<file path="src/rtl/pipe_pkg.sv">
// Shared helpers for the elastic pipeline chain.
package pipe_pkg;

   // Ceiling log2, usable in constant expressions for port widths.
   function automatic int clog2(input int n);
      int r;
      r = 0;
      while ((1 << r) < n) r++;
      return r;
   endfunction

   // A transfer happens when both sides of a handshake agree.
   function automatic logic fire(input logic valid, input logic ready);
      return valid & ready;
   endfunction

endpackage

</file>
<file path="src/rtl/pipe_skid_slice.sv">
// One elastic stage: a main register feeding downstream and a skid register
// that catches the word arriving while main is stalled. Ready is registered.
module pipe_skid_slice #(
   parameter int                N_BITS    = 32,
   parameter logic [N_BITS-1:0] RST_VALUE = '0
) (
   input  logic              clk,
   input  logic              reset,
   input  logic              flush_i,
   input  logic              in_valid_i,
   input  logic [N_BITS-1:0] in_data_i,
   output logic              in_ready_o,
   output logic              out_valid_o,
   output logic [N_BITS-1:0] out_data_o,
   input  logic              out_ready_i
);

   logic              m_v_q, m_v_d, s_v_q, s_v_d;
   logic [N_BITS-1:0] m_d_q, m_d_d, s_d_q, s_d_d;
   logic              accept, main_free;

   assign in_ready_o  = ~s_v_q;
   assign out_valid_o = m_v_q;
   assign out_data_o  = m_d_q;

   // Next-state: refill main from skid first, then from the input; park in skid when main stalls.
   always_comb begin
      accept    = in_valid_i & ~s_v_q;
      main_free = out_ready_i | ~m_v_q;
      m_v_d     = m_v_q;
      s_v_d     = s_v_q;
      m_d_d     = m_d_q;
      s_d_d     = s_d_q;
      if (main_free) begin
         if (s_v_q) begin
            m_v_d = 1'b1;
            m_d_d = s_d_q;
            s_v_d = 1'b0;
         end else if (accept) begin
            m_v_d = 1'b1;
            m_d_d = in_data_i;
         end else begin
            m_v_d = 1'b0;
         end
      end else if (accept) begin
         s_v_d = 1'b1;
         s_d_d = in_data_i;
      end
      // Flush only drops the valid bits; payload registers are left untouched.
      if (flush_i) begin
         m_v_d = 1'b0;
         s_v_d = 1'b0;
         m_d_d = m_d_q;
         s_d_d = s_d_q;
      end
   end

   // State registers with synchronous reset.
   always_ff @(posedge clk) begin
      if (reset) begin
         m_v_q <= 1'b0;
         s_v_q <= 1'b0;
         m_d_q <= RST_VALUE;
         s_d_q <= RST_VALUE;
      end else begin
         m_v_q <= m_v_d;
         s_v_q <= s_v_d;
         m_d_q <= m_d_d;
         s_d_q <= s_d_d;
      end
   end

endmodule

</file>
<file path="src/rtl/pipe_elastic_chain.sv">
// DEPTH chained skid slices with an occupancy counter, used between CPU stages
// to replace a global stall enable with local back-pressure.
module pipe_elastic_chain
   import pipe_pkg::*;
#(
   parameter int                N_BITS    = 32,
   parameter int                DEPTH     = 1,
   parameter logic [N_BITS-1:0] RST_VALUE = '0,
   localparam int               CNT_W     = clog2(2*DEPTH+1)
) (
   input  logic              clk,
   input  logic              reset,
   input  logic              flush_i,
   input  logic              in_valid_i,
   input  logic [N_BITS-1:0] in_data_i,
   output logic              in_ready_o,
   output logic              out_valid_o,
   output logic [N_BITS-1:0] out_data_o,
   input  logic              out_ready_i,
   output logic [CNT_W-1:0]  count_o
);

   localparam int CAP = 2*DEPTH;

   logic [DEPTH:0]    v_w;
   logic [DEPTH:0]    r_w;
   logic [N_BITS-1:0] d_w [DEPTH+1];
   logic [CNT_W-1:0]  count_q, count_d;
   logic              in_fire, out_fire;

   assign v_w[0]      = in_valid_i;
   assign d_w[0]      = in_data_i;
   assign in_ready_o  = r_w[0];
   assign r_w[DEPTH]  = out_ready_i;
   assign out_valid_o = v_w[DEPTH];
   assign out_data_o  = d_w[DEPTH];
   assign count_o     = count_q;

   for (genvar k = 0; k < DEPTH; k++) begin : gen_slice
      pipe_skid_slice #(
         .N_BITS    (N_BITS),
         .RST_VALUE (RST_VALUE)
      ) u_slice (
         .clk         (clk),
         .reset       (reset),
         .flush_i     (flush_i),
         .in_valid_i  (v_w[k]),
         .in_data_i   (d_w[k]),
         .in_ready_o  (r_w[k]),
         .out_valid_o (v_w[k+1]),
         .out_data_o  (d_w[k+1]),
         .out_ready_i (r_w[k+1])
      );
   end

   // Occupancy tracks boundary transfers; the CAP guard keeps it in range.
   always_comb begin
      in_fire  = fire(in_valid_i, in_ready_o);
      out_fire = fire(out_valid_o, out_ready_i);
      count_d  = count_q;
      if (in_fire && !out_fire && (count_q != CNT_W'(CAP)))
         count_d = count_q + CNT_W'(1);
      else if (!in_fire && out_fire && (count_q != '0))
         count_d = count_q - CNT_W'(1);
   end

   // Occupancy register; reset and flush both empty the chain.
   always_ff @(posedge clk) begin
      if (reset || flush_i) count_q <= '0;
      else                  count_q <= count_d;
   end

endmodule

</file>
<file path="config.mk">
export PLATFORM = sky130hd
export DESIGN_NAME = pipe_elastic_chain
export DESIGN_NICKNAME = d
export VERILOG_FILES = /design/src/rtl/pipe_pkg.sv /design/src/rtl/pipe_skid_slice.sv /design/src/rtl/pipe_elastic_chain.sv
export SDC_FILE = /design/constraint.sdc
export NUM_CORES = 1
export LEC_CHECK = 0
export CORE_UTILIZATION = 60
export CTS_BUF_LIST = sky130_fd_sc_hd__clkbuf_8 sky130_fd_sc_hd__clkbuf_16
export DETAILED_ROUTE_END_ITERATION = 10
export DONT_BUFFER_PORTS = 1
export PLACE_DENSITY = 0.84
export RECOVER_POWER = 25
export SKIP_CTS_REPAIR_TIMING = 1
export SLEW_MARGIN = 20
export SYNTH_ARGS = -nofsm -noshare
export SYNTH_HDL_FRONTEND = slang
export SYNTH_SLANG_ARGS = --single-unit
export TNS_END_PERCENT = 100
</file>
<file path="constraint.sdc">
create_clock -name clk -period 1.9 [get_ports clk]
set_input_delay 0.475 -clock clk [delete_from_list [all_inputs] [get_ports clk]]
set_output_delay 0.475 -clock clk [all_outputs]
set_load 0.05 [all_outputs]
</file>
Word-level counts from Yosys, hierarchy flattened:

Index checks and enable logic that the tools add are counted.

* flip-flop bits (word level): 68
* word-level logic and storage cells: 35
* input port bits: 37

* bitwise gates (word level): 7
* reduce and logical (&&, ||, !) cells: 14
* equality and inequality tests: 1
* mux-type cells: 6
* add/subtract/negate cells: 2

Operator list (number)
* 32-bit two-way mux: 2
* 3-bit AND reduction: 2
* 2-bit nonzero test: 3
* 1-bit logical AND: 4
* 2-bit two-way mux: 2
* 1-bit inverter: 4
* 3-bit OR reduction: 1
* 2-bit by 1-bit adder with 2-bit output (second input constant): 1
* 1-bit AND: 2
* 1-bit zero test: 2
* 1-bit two-way mux: 2
* 2-bit != test (second input constant): 1
* 2-bit OR reduction: 1
* 2-bit by 1-bit subtractor with 2-bit output (second input constant): 1
* 1-bit logical OR: 1
* 1-bit OR: 1

Depth between registers and ports, before layout:

* depth in word-level cells: 7
* gate-level depth with buffers: 6
* gate-level depth less buffers: 3

Cells and area by module:

From an unflattened synthesis, not the netlist that was laid out.

* cells, all modules: 346
* area, all modules: 3473.3 um2

By module, submodules not included
* pipe_skid_slice: area an instance 3347.0 um2, times used 1, cells an instance 331
* pipe_elastic_chain: area an instance 126.4 um2, times used 1, cells an instance 15

Worst setup path before layout:

OpenSTA, ideal clock, no wires.

* path type: register to register
* start point: register gen_slice[0].u_slice.m_v_q
* end point: register gen_slice[0].u_slice.s_d_q[10]
* buffers on the path: 2
* slack: 0.230 ns
* period minus slack after synthesis: 1.670 ns
* stages on the path, launching flop included: 6
* arrival time: 1.598 ns
* path through: dfxtp_1 nand2b_1 buf_2 nor3_4 buf_6 mux2i_1

* longest elaborated chain between the ends: 4

Ends and longest elaborated chain
* start, declared: RTL line pipe_skid_slice.sv:18 `logic m_v_q, m_v_d, s_v_q, s_v_d;`
* start signal, assigned: RTL line pipe_skid_slice.sv:66 `m_v_q <= m_v_d;`
* 1-bit inverter: RTL line pipe_skid_slice.sv:29 `main_free = out_ready_i | ~m_v_q;`
* 1-bit OR: RTL line pipe_skid_slice.sv:29
* 1-bit inverter (no line)
* 3-bit AND reduction (no line)
* end signal, assigned: RTL line pipe_skid_slice.sv:64 `s_d_q <= RST_VALUE;`
* end signal, assigned: RTL line pipe_skid_slice.sv:69 `s_d_q <= s_d_d;`
* end, declared: RTL line pipe_skid_slice.sv:19 `logic [N_BITS-1:0] m_d_q, m_d_d, s_d_q, s_d_d;`

No other way between the ends.
A chain may end at the register's enable or synchronous reset.

Final worst setup path:

* start point: register gen_slice[0].u_slice.s_v_q
* end point: register gen_slice[0].u_slice.s_d_q[12]

* longest elaborated chain between the ends: 3

Ends and longest elaborated chain
* start, declared: RTL line pipe_skid_slice.sv:18
* start signal, assigned: RTL line pipe_skid_slice.sv:67 `s_v_q <= s_v_d;`
* 1-bit inverter: RTL line pipe_skid_slice.sv:28 `accept = in_valid_i & ~s_v_q;`
* 1-bit AND: RTL line pipe_skid_slice.sv:28
* 3-bit AND reduction (no line)

No other way between the ends.

==> flow_summary.json <==
{
  "grt.total_usage": 0.232,
  "n_fill_cell": 464,
  "clockRootBuffer": "clkbuf_8",
  "drc_errors": 0,
  "rsz0062_at_grt": "false",
  "status": "complete, no violations",
  "port_buffers": 0,
  "grt_overflow_total": 0,
  "core_area_sq_mm": 0.00520,
  "synth_area_sq_mm": 0.00331,
  "cts_tree": "yes",
  "cp_slowest_stage_delay_ns": 0.57,
  "seq_area_frac_synth": 0.411,
  "grt_pass1_wl_mm": 10.8,
  "initial_core_util": 0.636,
  "grt_pass1_vias": 2203,
  "fin_crit_sh": 0.884,
  "min_path_type": "in -> reg",
  "ys_seq_elements": 68,
  "arrival_ns": 1.93,
  "wl_per_cell_um": 17.0,
  "avgSynthCellArea_sq_um": 10.4,
  "routed_wl_mm": 6.49,
  "drt-pass1-iter-count": 4,
  "syn_inst": 317,
  "fin_crit_ns": 1.68,
  "die_area_sq_mm": 0.00582,
  "postRouteAntennaNets": 0,
  "clockBufferDepth": 2,
  "avgViaCountPerCell": 5.82,
  "cp-start-kind": "flop",
  "syn-num-nets": 354,
  "ys_types": 27,
  "numCtsBuffers": 9,
  "skew_ns": 0.00689,
  "core.rowCount": 26,
  "drive_gt1_frac": 0.173,
  "worstSetupPathType": "reg -> reg",
  "n_antenna_cell": 0,
  "maxSlewHeadroom": 0.567,
  "dpl.hpwl_mm": 4.16,
  "clock-sinks": 68,
  "ios": 73,
  "hold_violations": 0,
  "leakage_uw": 0.00108,
  "peakVddDrop_mv": 0.681,
  "setup_violations": 0,
  "worstPathRequired_ns": 2.15,
  "die_width_um": 76.3,
  "maxCapViolCount": 0,
  "total_power_uw": 2910,
  "setup_tns_ns": 0,
  "path_cells": "nand2b_1 > nor3_1 > clkbuf_4 > mux2i_1",
  "worstSkewPairLatency_ns": 0.33,
  "nets": 344,
  "die_h_um": 76.3,
  "grt_max_degree": 100,
  "antenna_found_initial": 0,
  "p_per_area_mw_per_mm2": 848,
  "slowest_stage": "clkbuf_4",
  "fmax_mhz": 596,
  "slew_viol_final": 0,
  "htreeDepth": 3,
  "via_count": 2222,
  "end_kind": "flop",
  "gp_congestion": 0.821,
  "first_iter_violations": 75,
  "worstMarginPinSlew_ns": 0.648,
  "critPathMaxFanout": 32,
  "synthToLayoutAreaGrowth_pct": 3.70,
  "yosys_warnings": 0,
  "clk_pin_slew_ns": 0.07
}
cell families after synthesis:
kind of cell           count (synthesis)  share of synthesized area
DFF                                   68                      0.411
muxes                                 64                      0.193
and+or+nand+nor                       80                      0.152
buffers and inverters                 32                     0.0567
AOI/OAI and AO/OA                     73                      0.186
registers in the layout, indices dropped and copies added, names as in the netlist:
| register | cells |
|---|---|
| count_o | 2 |
| gen_slice.u_slice.out_data_o | 32 |
| gen_slice.u_slice.out_valid_o | 1 |
| gen_slice.u_slice.s_d_q | 32 |
| gen_slice.u_slice.s_v_q | 1 |
layer usage:
metal / GRT usage / share of wire
met1: 0.289 / 0.45
met2: 0.371 / 0.46
met3: 0.0946 / 0.075
met4: 0.0635 / 0.0085
met5: 0 / 0
Yosys cell counts (all sizes together):
cell type  instances  area share
a211oi            34        0.12
a21boi             2      0.0045
a21oi             33       0.050
a32oi              1      0.0026
and2               2      0.0045
buf               14       0.036
clkbuf            16       0.018
dfxtp             68        0.41
inv                2      0.0023
mux2i             64        0.19
nand2              2      0.0023
nand2b            66        0.12
nand3              1      0.0015
nand4              2      0.0038
nor2               2      0.0023
nor2b              2      0.0038
nor3               1      0.0049
nor4               1      0.0019
nor4b              1      0.0026
o21ai              1      0.0015
o21ba              1      0.0030
o31ai              1      0.0023
report_power, final:
group	total [uW]	internal [uW]	switching [uW]
clock network	989	486	503
registers	1690	1480	207
logic	235	114	121
final cells by class:
| type | instances | area (sq um) | area share |
|---|---|---|---|
| clock inverter | 6 | 25.0 | 0.00729 |
| inverter | 2 | 7.51 | 0.00219 |
| timing repair buffer | 9 | 62.6 | 0.0182 |
| sequential | 68 | 1360 | 0.397 |
| clock buffer | 10 | 138 | 0.0401 |
| tap | 70 | 87.6 | 0.0255 |
| multi-input combinational | 217 | 1750 | 0.510 |
final timing paths:
kind | start | end | slack (ns) | cells after the start
worst max-delay path | gen_slice[0].u_slice.s_v_q | gen_slice[0].u_slice.s_d_q[12] | 0.22 | 4
worst min-delay path | reset | gen_slice[0].u_slice.out_data_o[27] | 0.20 | 1
worst min register to register | gen_slice[0].u_slice.s_d_q[1] | gen_slice[0].u_slice.s_d_q[1] | 0.47 | 2
worst max register to register | gen_slice[0].u_slice.s_v_q | gen_slice[0].u_slice.s_d_q[12] | 0.22 | 4
placed cells by master (no fill, tap or decap), drive strengths merged:
cell type | Yosys | final
a21boi | 2 | 2
nand2b | 66 | 66
nor4b | 1 | 1
dfxtp | 68 | 68
a211oi | 34 | 34
a32oi | 1 | 1
clkbuf | 16 | 13
a21oi | 33 | 33
nor3 | 1 | 1
clkinv | 0 | 2
o31ai | 1 | 1
o21ba | 1 | 1
nand3 | 1 | 1
and2 | 2 | 2
nor2 | 2 | 2
nand2 | 2 | 2
o21ai | 1 | 1
nor2b | 2 | 2
mux2i | 64 | 64
buf | 14 | 6
nor4 | 1 | 1
nand4 | 2 | 2
inv | 2 | 6
through the flow:
stage	cell area [sq um]	hold WS, ns	setup slack, ns	cells	utilization
after floorplan	3310	0.448	0.230	317	-
after global routing	3430	0.174	0.122	382	0.660
after global placement	3300	0.456	0.391	366	0.634
after CTS	3460	0.183	0.240	382	0.665
after detailed placement	3300	0.463	0.353	366	0.634
final	3430	0.200	0.221	382	0.660
worst max-delay path, delay by kind of cell (launching register included):
kind	cells	cell delay, ns
flops	1	0.34
mux	1	0.27
buf+inv	1	0.57
simple gates	2	0.40
(Power assumes the default switching activity.)
